<file path="src/rtl/bcd_keypad_entry_if.sv">
// Keypad entry bundle: encoder code and clear in,
// captured digits, pulses and display drive out.
interface bcd_keypad_entry_if #(
  parameter int NUM_DIGITS = 4
);
  localparam int CW = $clog2(NUM_DIGITS + 1);

  logic [3:0]              bcd_in;
  logic                    clear;
  logic                    digit_valid;
  logic                    overflow;
  logic [4*NUM_DIGITS-1:0] digits_out;
  logic [CW-1:0]           count;
  logic                    full;
  logic [6:0]              seg;
  logic [NUM_DIGITS-1:0]   an;

  modport master (
    output bcd_in, clear,
    input  digit_valid, overflow, digits_out,
    input  count, full, seg, an
  );

  modport slave (
    input  bcd_in, clear,
    output digit_valid, overflow, digits_out,
    output count, full, seg, an
  );
endinterface

</file>
<file path="src/rtl/bcd_keypad_entry.sv">
// Debounced BCD keypad capture into a digit shift
// register with a multiplexed 7-segment scan.
module bcd_keypad_entry #(
  parameter int NUM_DIGITS      = 4,
  parameter int DEBOUNCE_CYCLES = 4,
  parameter int SCAN_DIV        = 8
) (
  input logic              clk,
  input logic              rst_n,
  bcd_keypad_entry_if.slave bus
);
  localparam int CW = $clog2(NUM_DIGITS + 1);
  localparam int SW = $clog2(DEBOUNCE_CYCLES);
  localparam int DW = $clog2(SCAN_DIV);
  localparam int IW = $clog2(NUM_DIGITS);

  typedef enum logic {IDLE, HELD} state_t;

  state_t                  state;
  logic [3:0]              in_q;
  logic [SW-1:0]           stab_cnt;
  logic [4*NUM_DIGITS-1:0] digits;
  logic [CW-1:0]           cnt;
  logic                    dv;
  logic                    ov;
  logic [DW-1:0]           scan_cnt;
  logic [IW-1:0]           scan_idx;

  logic       stable;
  logic       key;
  logic       rel;
  logic       is_full;
  logic [3:0] lit;

  function automatic logic [6:0] seg7(
    input logic [3:0] d
  );
    case (d)
      4'd0:    seg7 = 7'h3F;
      4'd1:    seg7 = 7'h06;
      4'd2:    seg7 = 7'h5B;
      4'd3:    seg7 = 7'h4F;
      4'd4:    seg7 = 7'h66;
      4'd5:    seg7 = 7'h6D;
      4'd6:    seg7 = 7'h7D;
      4'd7:    seg7 = 7'h07;
      4'd8:    seg7 = 7'h7F;
      4'd9:    seg7 = 7'h6F;
      default: seg7 = 7'h00;
    endcase
  endfunction

  assign stable  = stab_cnt == SW'(DEBOUNCE_CYCLES - 1);
  assign key     = stable && (in_q <= 4'd9);
  assign rel     = stable && (in_q > 4'd9);
  assign is_full = cnt == CW'(NUM_DIGITS);

  always_ff @(posedge clk or negedge rst_n) begin
    if (!rst_n) begin
      in_q     <= 4'hF;
      stab_cnt <= '0;
    end else begin
      in_q <= bus.bcd_in;
      if (bus.bcd_in != in_q)
        stab_cnt <= '0;
      else if (!stable)
        stab_cnt <= stab_cnt + SW'(1);
    end
  end

  // clear overrides capture but leaves the FSM alone,
  // so a key held across clear is not taken twice
  always_ff @(posedge clk or negedge rst_n) begin
    if (!rst_n) begin
      state  <= IDLE;
      digits <= '0;
      cnt    <= '0;
      dv     <= 1'b0;
      ov     <= 1'b0;
    end else begin
      dv <= 1'b0;
      ov <= 1'b0;
      unique case (state)
        IDLE: begin
          if (key) begin
            state <= HELD;
            if (!bus.clear) begin
              if (!is_full) begin
                digits <= {digits[4*NUM_DIGITS-5:0], in_q};
                cnt    <= cnt + CW'(1);
                dv     <= 1'b1;
              end else begin
                ov <= 1'b1;
              end
            end
          end
        end
        HELD: begin
          if (rel)
            state <= IDLE;
        end
      endcase
      if (bus.clear) begin
        digits <= '0;
        cnt    <= '0;
      end
    end
  end

  always_ff @(posedge clk or negedge rst_n) begin
    if (!rst_n) begin
      scan_cnt <= '0;
      scan_idx <= '0;
    end else if (scan_cnt == DW'(SCAN_DIV - 1)) begin
      scan_cnt <= '0;
      if (scan_idx == IW'(NUM_DIGITS - 1))
        scan_idx <= '0;
      else
        scan_idx <= scan_idx + IW'(1);
    end else begin
      scan_cnt <= scan_cnt + DW'(1);
    end
  end

  assign lit = digits[4*scan_idx +: 4];

  assign bus.digit_valid = dv;
  assign bus.overflow    = ov;
  assign bus.digits_out  = digits;
  assign bus.count       = cnt;
  assign bus.full        = is_full;
  assign bus.an          = NUM_DIGITS'(1) << scan_idx;
  assign bus.seg         = (CW'(scan_idx) < cnt) ?
                           seg7(lit) : 7'h00;
endmodule
</file>
<file path="src/flat_wrapper.sv">
// flat-port wrapper written by rule: the top's interface ports become plain ports
module bcd_keypad_entry_flat 
#(
  parameter int NUM_DIGITS      = 4,
  parameter int DEBOUNCE_CYCLES = 4,
  parameter int SCAN_DIV        = 8
)
  (clk, rst_n, bus_bcd_in, bus_clear, bus_digit_valid, bus_overflow, bus_digits_out, bus_count, bus_full, bus_seg, bus_an);
  bcd_keypad_entry_if #(.NUM_DIGITS(NUM_DIGITS)) bus_i ();
  input logic clk;
  input logic rst_n;
  input wire logic [$bits(bus_i.bcd_in)-1:0] bus_bcd_in;
  input wire logic [$bits(bus_i.clear)-1:0] bus_clear;
  output wire logic [$bits(bus_i.digit_valid)-1:0] bus_digit_valid;
  output wire logic [$bits(bus_i.overflow)-1:0] bus_overflow;
  output wire logic [$bits(bus_i.digits_out)-1:0] bus_digits_out;
  output wire logic [$bits(bus_i.count)-1:0] bus_count;
  output wire logic [$bits(bus_i.full)-1:0] bus_full;
  output wire logic [$bits(bus_i.seg)-1:0] bus_seg;
  output wire logic [$bits(bus_i.an)-1:0] bus_an;
  assign bus_i.bcd_in = bus_bcd_in;
  assign bus_i.clear = bus_clear;
  assign bus_digit_valid = bus_i.digit_valid;
  assign bus_overflow = bus_i.overflow;
  assign bus_digits_out = bus_i.digits_out;
  assign bus_count = bus_i.count;
  assign bus_full = bus_i.full;
  assign bus_seg = bus_i.seg;
  assign bus_an = bus_i.an;
  bcd_keypad_entry #(.NUM_DIGITS(NUM_DIGITS), .DEBOUNCE_CYCLES(DEBOUNCE_CYCLES), .SCAN_DIV(SCAN_DIV)) u_core (.clk(clk), .rst_n(rst_n), .bus(bus_i));
endmodule
</file>
<file path="config.mk">
export PLATFORM = sky130hd
export DESIGN_NAME = bcd_keypad_entry_flat
export DESIGN_NICKNAME = d
export VERILOG_FILES = /design/src/rtl/bcd_keypad_entry_if.sv /design/src/rtl/bcd_keypad_entry.sv /design/src/flat_wrapper.sv
export SDC_FILE = /design/constraint.sdc
export NUM_CORES = 1
export LEC_CHECK = 0
export CAP_MARGIN = 30
export CORE_UTILIZATION = 40
export DETAILED_ROUTE_END_ITERATION = 12
export PLACE_DENSITY = 0.66
export SLEW_MARGIN = 10
export SYNTH_ARGS = -nofsm -noshare
export SYNTH_HDL_FRONTEND = slang
export SYNTH_SLANG_ARGS = --single-unit
</file>
<file path="constraint.sdc">
create_clock -name clk -period 2.4 [get_ports clk]
set_input_delay 0.24 -clock clk [delete_from_list [all_inputs] [get_ports clk]]
set_output_delay 0.24 -clock clk [all_outputs]
set_load 0.02 [all_outputs]
</file>
---- After elaboration in Yosys (flattened, before gate mapping) ----
Memories as Yosys holds them, arrays and structs flattened.
Cells that the tools add are included.
storage, ports and cells
  register bits ........................... 33
  bits in latches ......................... 0
  bits in writable memories ............... 0
  bits in read-only memories .............. 112
  bits of input ports ..................... 7
  output and inout bits ................... 33
  logic and storage cells ................. 56
  memories ................................ 1
cells by class
  add/sub/neg operators ................... 4
  $mul .................................... 0
  div/mod/pow operators ................... 0
  order comparisons ....................... 3
  equal/unequal tests ..................... 8
  shift operators ......................... 2
  multiplexer cells ....................... 24
  bitwise operators ....................... 1
  reductions and logical operators ........ 4
memories
  name             depth  bits a word  read ports  clocked after memory_dff  wr ports  RTL line                source
  (no name shown)  16     7            1           0                         0         bcd_keypad_entry.sv:38  case (d)
operators by type and width
  operator               number
  $mux W16               4
  $shiftx A16 B5 Y4      1
  $mux W3                5
  $mux W1                10
  $mux W7                1
  $add A3 B1 Y3 const B  2
  $eq A3 B3 Y1 const B   2
  $mux W2                3
  $ne A2 B2 Y1 const B   3
  $add A2 B1 Y2 const B  2
  $eq A2 B2 Y1 const B   2
  $gt A4 B4 Y1 const B   1
  $le A4 B4 Y1 const B   1
  $ne A4 B4 Y1           1
  $shl A1 B2 Y4 const A  1
  $lt A2 B3 Y1           1
  $reduce_and A3 Y1      1
  $logic_and A1 B1 Y1    2
  $pmux W1 S2            1
  $reduce_bool A2 Y1     1
  $not A1 Y1             1

---- Logic depth before layout (Yosys ltp) ----
Gate-level depths: netlist of the first run.
  word-level depth ........................ 5
  gate-level depth with buffers ........... 8
  mapped depth without buffers ............ 7

---- Worst setup path after synthesis of the first run ----
OpenSTA, ideal clock, no wires.
  path type ............................... flip-flop to output port
  start ................................... reg u_core.scan_idx[0]
  end ..................................... out bus_seg[4]
  arrival ................................. 1.908 ns
  data required time ...................... 2.160 ns
  path slack .............................. 0.252 ns
  stages on the path, launching flop included .. 9
  path buffers ............................ 1
  path through ............................ dfrtp_1 -> buf_6 -> mux4_2 -> inv_2 -> ha_1 -> inv_1 -> a21oi_1 -> o21ai_0 -> a21oi_1
on the way
  longest elaborated chain between the ends .. 3
  elaborated cells between the ends (all ways) .. 4
  classes of those cells .................. 1 x order compare; 1 x shift; 1 x mux; 1 x memory
ends and longest elaborated chain
  item                    RTL line                 source
  start, declared         bcd_keypad_entry.sv:27   logic [IW-1:0] scan_idx;
  start signal, assigned  bcd_keypad_entry.sv:119  scan_idx <= scan_idx + IW'(1);
  $shiftx A16 B5 Y4       bcd_keypad_entry.sv:125  assign lit = digits[4*scan_idx +: 4];
  $mem_v2 Z16 W7          -
  $mux W7 (*)             bcd_keypad_entry.sv:133  assign bus.seg = (CW'(scan_idx) < cnt) ?
  end, declared           flat_wrapper.sv:19       output wire logic [$bits(bus_i.seg)-1:0] bus_seg;
Mark *: on every way between the ends. The rest lies on a longest branch, timed or not.

---- Worst setup path after layout of the first run ----
  start ................................... reg u_core.scan_idx[0]
  end ..................................... out bus_seg[2]
The elaborated chain is that of the path after synthesis.

==> summary.txt, run 1 <==
Route
  • Average wire per standard cell: around 15 um
  • Post-route ant nets: 0
  • Vias per cell: around 5
  • Via count: 1,373
  • Initial DRT Pass Iterations: 4
  • DR DRC count: 0
  • Drt total wl: 3910 um
  • Iteration-0 DRC Markers: roughly 60

STA
  • Final setup violating endpoints: 0
  • Final Hold Viols: 0
  • Setup TNS: 0 ns
  • Unrepaired setup endpoints after global routing: false
  • Hold WS: roughly 0.36 ns
  • Slew Limit Fails: 0
  • Final Critical Period: 2.32 ns
  • Worst Tran Pin Value: 0.759 ns
  • Max Fclk: 431 MHz
  • Final Cycle Share: 96.6%
  • Worst Skew: 0.00632 ns
  • Worst slew margin: about 49%

Finish
  • Share of layout cells above drive strength 1: 22.8%
  • # diodes: 0
  • P&R area growth vs syn: 36.0%
  • Fillcell total: 348
  • # nets final: 240

Setup path
  • Crit Path Max Fanout: 4
  • FF-to-FF Start: u_core.bus.count[0]$_DFFE_PN0P_
  • Startpoint types: flop
  • Reg2Reg Setup Slack: 0.75 ns
  • Worst Path Required: 2.16 ns
  • R2R depth: 7
  • RR Endpoint: u_core.bus.digits_out[11]$_DFFE_PN0P_
  • CP Class: flop to primary output
  • Crit. End Element: primary output
  • CP arrival: 2.08 ns

Power
  • Comb pwr share: approximately 3.8%
  • Switching part of the total: between 20% and 30%
  • Sequential Power Share: roughly 53%
  • Pint: between 0.0008 and 0.0009 W
  • PwrDens: about 440 nW/um^2
  • Leakage: ~1.2 nW
  • Switching pwr: 0.000228 W
  • Peak supply drop: between 0.3 and 0.4 mV
  • Clk pwr share: 42.9%

Floorplan
  • Die Y: 68.7 um
  • Num ports: 40
  • Die W: 68.7 um
  • Total die area: 4730 sq um
  • Initial Util: roughly 43%
  • Standard-cell row count: 23
  • Core area: slightly above 4000 sq um

Synth
  • Post-synth EDFFs: 0
  • Seq/Total Area, Yosys: a little under half
  • Cell variety after synth: 33
  • Syn nets: 183
  • Top post-synthesis cells by area: dfrtp_1 41%, mux2i_1 11%, ha_1 11%
  • Cells after Synth: 161
  • FFs w/ async S/R, synth: 100%
  • Share of the synthesized area in the top cell type: between 40% and 50%
  • #FFs+latches synth: 33
  • Cell taking the most area after synthesis: dfrtp_1
  • Mapped cell area: 1780 sq um
  • Synth Warn #: 0
  • Synth Flop Type: dfrtp_1
  • Syn Area/Cell: 11.1 sq um

CTS
  • CTS tree: done
  • Latest clock arrival within the worst-skew pair: approximately 0.28 ns
  • H-tree depth: 2
  • Total clock sinks: 33
  • Num CTS Buffers: 5
  • Clock transition at path regs: approximately 0.06 ns
  • Cell chosen for the clock root: clkbuf_8
  • Hold Buf Count CTS: 0
  • Max Root-Sink Buffers: 2

Status
  • Outcome: completed

Place
  • Final GP Congestion: 0.828
  • DP HPWL: around 2900 um
  • I/O Buffers: 39

GRT
  • Largest net degree at the start of global routing: 34
  • Total congestion overflow: 0
  • First-pass GRT wire length: 6340 um
  • Vias in the first global route: 1,405
  • Tot GR Track Use: 19.1%
  • Initial antenna violation count: 0

Job
  • # Max-Cap Violations: 0

Min path
  • Hold Path Class: primary input to async pin
synthesized netlist by cell type (all sizes together), types with 2 or more instances:
cell,instances
dfstp,4
ha,15
nor3,3
mux2i,20
o21ai,9
nand2,3
mux4,4
clkbuf,3
buf,3
inv,9
xnor2,5
nor2,26
a21oi,10
nor2b,4
dfrtp,29
nand3,2
timing repair:
action                     CTS  global route
buffers inserted             2             0
gates cloned                 0             0
setup endpoints to repair    7             7
gates resized for setup     29             9
pin swaps                    0             1
power groups by stage:
stage          clock network (W)  registers [W]  logic (W)
6_report                0.000459       0.000569  0.0000408
5_1_grt                 0.000496       0.000569  0.0000464
4_1_cts                 0.000473       0.000569  0.0000421
3_5_place_dp                   0       0.000579  0.0000420
3_3_place_gp                   0       0.000579  0.0000403
2_1_floorplan                  0       0.000578  0.0000152
stage by stage:
stage	util (%)	worst slack (ns)	area, sq um	power, W	cells
finish	58.5	0.0810	2420	0.00107	269
global route	58.5	0.0103	2420	0.00111	269
CTS	58.0	0.0128	2400	0.00108	269
detailed placement	55.7	-0.0923	2310	0.000621	259
global placement	55.7	-0.0332	2310	0.000619	259
floorplan	-	0.252	1780	0.000593	161
cells in the final DEF (no fill, tap or decap), drive strengths merged, types with 3 or more instances in the layout:
cell type / instances
a21oi: 10
buf: 23
clkbuf: 7
clkdlybuf4s50: 32
dfrtp: 29
dfstp: 4
ha: 15
inv: 9
mux2i: 20
mux4: 4
nand2: 3
nor2: 26
nor2b: 4
nor3: 3
o21ai: 9
xnor2: 5
worst max-delay path, stage by stage (launching register included):
cell and delay (ns):
dfrtp_2 0.40, mux4_2 0.56, ha_1 0.25, a21o_1 0.16, a21oi_1 0.14, clkdlybuf4s15_2 0.27
worst max-delay path by stage:
stage                                         from    endpoint  slack (ns)  cells past startpoint
global route        u_core.scan_idx[0]$_DFFE_PN0N_  bus_seg[3]        0.01                      7
finish              u_core.scan_idx[0]$_DFFE_PN0N_  bus_seg[2]        0.08                      5
CTS                 u_core.scan_idx[0]$_DFFE_PN0N_  bus_seg[4]        0.01                      7
detailed placement  u_core.scan_idx[0]$_DFFE_PN0N_  bus_seg[3]       -0.09                      6
floorplan           u_core.scan_idx[0]$_DFFE_PN0N_  bus_seg[4]        0.25                      8
global placement    u_core.scan_idx[0]$_DFFE_PN0N_  bus_seg[1]       -0.03                      7
cell type report:
class                           instances  area [sq um]  area share, %
Clock buffer                            7          96.3           3.98
Clock inverter                          1          5.00          0.207
Inverter                               10          37.5           1.55
Multi-Input combinational cell        112           885           36.5
Sequential cell                        33           832           34.3
Tap cell                               50          62.6           2.58
Timing Repair Buffer                   56           504           20.8
routing by layer:
metal	global-route usage, %	routed length, um
met1	21.2	1710
met2	33.3	1950
met3	5.26	169
met4	9.44	82
met5	0	0
registers in the layout, summed over array words and instances (netlist names), named ones only:
name	cells
u_core.in_q	4
u_core.stab_cnt	2
u_core.bus.overflow	1
u_core.bus.digit_valid	1
u_core.scan_cnt	3
u_core.bus.digits_out	16
u_core.scan_idx	2
u_core.bus.count	3
cell families (layout without fill, tap and decap cells):
| kind of cell | Yosys count | after routing | synth area share, % |
|---|---|---|---|
| fa+ha+maj | 15 | 15 | 10.5 |
| flops | 33 | 33 | 46.6 |
| simple gates | 44 | 44 | 12.1 |
| buf+inv | 16 | 74 | 4.21 |
| compound gates | 22 | 22 | 6.67 |
| mux | 25 | 25 | 16.9 |
| xor+xnor | 6 | 6 | 2.95 |
Note: power is estimated with default switching activity, not from simulation.
==> run 2, diff against run 1 <==
==> constraint.sdc (replaced) <==
create_clock -name clk -period 2.4 [get_ports clk]
set_input_delay 0.48 -clock clk [delete_from_list [all_inputs] [get_ports clk]]
set_output_delay 0.48 -clock clk [all_outputs]
set_load 0.02 [all_outputs]
==> run 2 against run 1 <==
Net effect:
- final area up 10%
- routed wire length up 15%
- clock skew about the same
- register-to-register slack about the same
- sequential share of layout area down 3.2 points
- critical path depth up 3
- sequential power about the same
- the run now ends with setup timing left
- setup slack worse by 0.26 ns
==> summary.txt, run 2 (synthesis results as in run 1) <==
Route
  • Initial DRT Pass Iterations: 4 (unchanged)
  • DR DRC count: 0 (unchanged)
  • Drt total wl: 4500 um (+15%)
  • Average wire per standard cell: 15.7 um (+8.4%)
  • Vias per cell: 5.17 (+1.3%)
  • Iteration-0 DRC Markers: 64 (+4.9%)
  • Via count: 1,479 (+7.7%)
  • Post-route ant nets: 0 (unchanged)

Setup path
  • Crit Path Max Fanout: 4 (unchanged)
  • Startpoint types: flop
  • Worst Path Required: 1.92 ns (-0.24 ns)
  • CP arrival: 2.10 ns (+0.02 ns)
  • Crit. End Element: primary output
  • CP Class: flop to primary output

Finish
  • # diodes: 0 (unchanged)
  • Share of layout cells above drive strength 1: 34.7% (+12 points)
  • Commonest non-fill, non-tap cell in the layout: buf_4
  • Max reg flops: 16 (unchanged)
  • Final Cell Area: 2670 sq um (+10%)
  • Commonest cells after routing, fill and taps aside: 33 x buf_4, 30 x clkdlybuf4s50_1, 28 x dfrtp_1, 24 x nor2_1, 20 x mux2i_1
  • # nets final: 257 (+7.1%)
  • P&R area growth vs syn: 50.1%
  • Fillcell total: 326 (-6.3%)

GRT
  • First-pass GRT wire length: 7220 um (+14%)
  • Largest net degree at the start of global routing: 34 (unchanged)
  • Vias in the first global route: 1,492 (+6.2%)
  • Tot GR Track Use: 21.4% (+2.3 points)
  • Initial antenna violation count: 0 (unchanged)
  • Total congestion overflow: 0 (unchanged)

Floorplan
  • Standard-cell row count: 23 (unchanged)
  • Total die area: 4730 sq um (unchanged)
  • Die W: 68.7 um (unchanged)
  • Num ports: 40 (unchanged)
  • Die Y: 68.7 um (unchanged)
  • Core area: 4140 sq um (unchanged)
  • Initial Util: 43.0% (unchanged)

STA
  • Unrepaired setup endpoints after global routing: true
  • Slew Limit Fails: 0 (unchanged)
  • Final setup violating endpoints: 7 (+7)
  • Worst Tran Pin Value: 0.432 ns (-0.327 ns)
  • Final Critical Period: 2.58 ns (+0.261 ns)
  • Final worst slack: -0.180 ns (-0.261 ns)
  • Worst Skew: 0.00629 ns (-0.0000243 ns)
  • Final Hold Viols: 0 (unchanged)
  • Max Fclk: 388 MHz (-10%)
  • Hold WS: 0.436 ns (+0.0791 ns)
  • Final Cycle Share: 107% (+11 points)
  • Worst slew margin: 71.2% (+22 points)

Min path
  • Hold Path Class: flop to flop

Job
  • # Max-Cap Violations: 0 (unchanged)

CTS
  • Hold Buf Count CTS: 0 (unchanged)
  • Num CTS Buffers: 5 (unchanged)
  • Max Root-Sink Buffers: 2 (unchanged)
  • CTS tree: done
  • Latest clock arrival within the worst-skew pair: 0.28 ns (about the same)
  • H-tree depth: 2 (unchanged)
  • Total clock sinks: 33 (unchanged)
  • Cell chosen for the clock root: clkbuf_8
  • Clock transition at path regs: 0.08 ns (+0.02 ns)

Place
  • DP HPWL: 3070 um (+6.1%)
  • I/O Buffers: 39 (unchanged)
  • Dpl cell area: 2400 sq um (+3.9%)
  • Worst slack at placement: -0.361 ns (-0.269 ns)
  • Final GP Congestion: 0.832 (+0.52%)

Power
  • Peak supply drop: 0.333 mV (-4.9%)
  • Leakage: 1.36 nW (+9.9%)
  • PwrDens: 384 nW/um^2 (-13%)

Status
  • Outcome: finished with violations
  • Violated checks: setup timing
run 2: cell types whose count changed in the layout (fill, tap and decap cells not counted), sizes merged:
cell | previous run | this run
buf | 23 | 40
clkinvlp | 0 | 3
clkbuf | 7 | 5
clkdlybuf4s50 | 32 | 30
clkinv | 2 | 0
dlymetal6s2s | 0 | 2
clkdlybuf4s15 | 1 | 0
inv | 9 | 10
mux4 | 4 | 5
run 2: per-layer routing:
layer	track usage [%]	part of all wire, %
met5	0	0
met4	7.65	0.76
met3	5.10	4.1
met2	36.5	51
met1	26.2	44
run 2: per-stage QoR:
step,cells,power [W],setup TNS [ns],utilization (%)
after floorplan,161,0.000593,0,-
after global placement,271,0.000621,-1.71,57.9
after detailed placement,271,0.000623,-2.22,57.9
after CTS,283,0.00105,-0.958,62.8
after global routing,286,0.00108,-1.57,64.5
final,286,0.00103,-1.05,64.5
run 2: report_power, final:
group | switching [W] | internal [W] | total [W]
Clock | 0.000214 | 0.000203 | 0.000417
Combinational | 0.0000237 | 0.0000184 | 0.0000420
Sequential | 0.00000524 | 0.000564 | 0.000569
Total | 0.000243 | 0.000785 | 0.00103
run 2: final cells by class:
cell class / instances / area [sq um] / share of cell area (%)
multi-input cells: 113 / 998 / 37.3
inverters: 10 / 37.5 / 1.40
repair buffers: 72 / 652 / 24.4
clock inverters: 3 / 22.5 / 0.842
clock buffers: 5 / 68.8 / 2.57
flip-flops and latches: 33 / 832 / 31.1
well taps: 50 / 62.6 / 2.34
run 2: final timing paths:
check	startpoint	endpoint	slack [ns]	depth (start not counted)
setup / recovery	u_core.scan_idx[0]$_DFFE_PN0N_	bus_seg[4]	-0.18	8
hold / removal	u_core.scan_cnt[0]$_DFF_PN0_	u_core.scan_cnt[0]$_DFF_PN0_	0.44	1
setup reg to reg	u_core.bus.count[0]$_DFFE_PN0P_	u_core.bus.digits_out[9]$_DFFE_PN0P_	0.76	7
hold reg to reg	u_core.scan_cnt[0]$_DFF_PN0_	u_core.scan_cnt[0]$_DFF_PN0_	0.44	1
max in group asynchronous	rst_n	u_core.in_q[0]$_DFF_PN1_	1.46	2
min in group asynchronous	rst_n	u_core.stab_cnt[0]$_DFFE_PN0P_	0.60	2
run 2: worst max-delay path, cell delays in order (launching register included):
cell and delay (ns):
dfrtp_2 0.42, mux4_2 0.57, inv_2 0.12, ha_4 0.13, inv_2 0.05, a21oi_2 0.14
o21ai_1 0.08, a21oi_1 0.16, buf_4 0.16
run 2: timing repair:
item / 4_1_cts / 5_1_grt
endpoints found under the setup margin: 7 / 9
gates cloned: 1 / 0
buffers inserted: 3 / 3
resized for setup: 55 / 16
pin swaps: 10 / 7
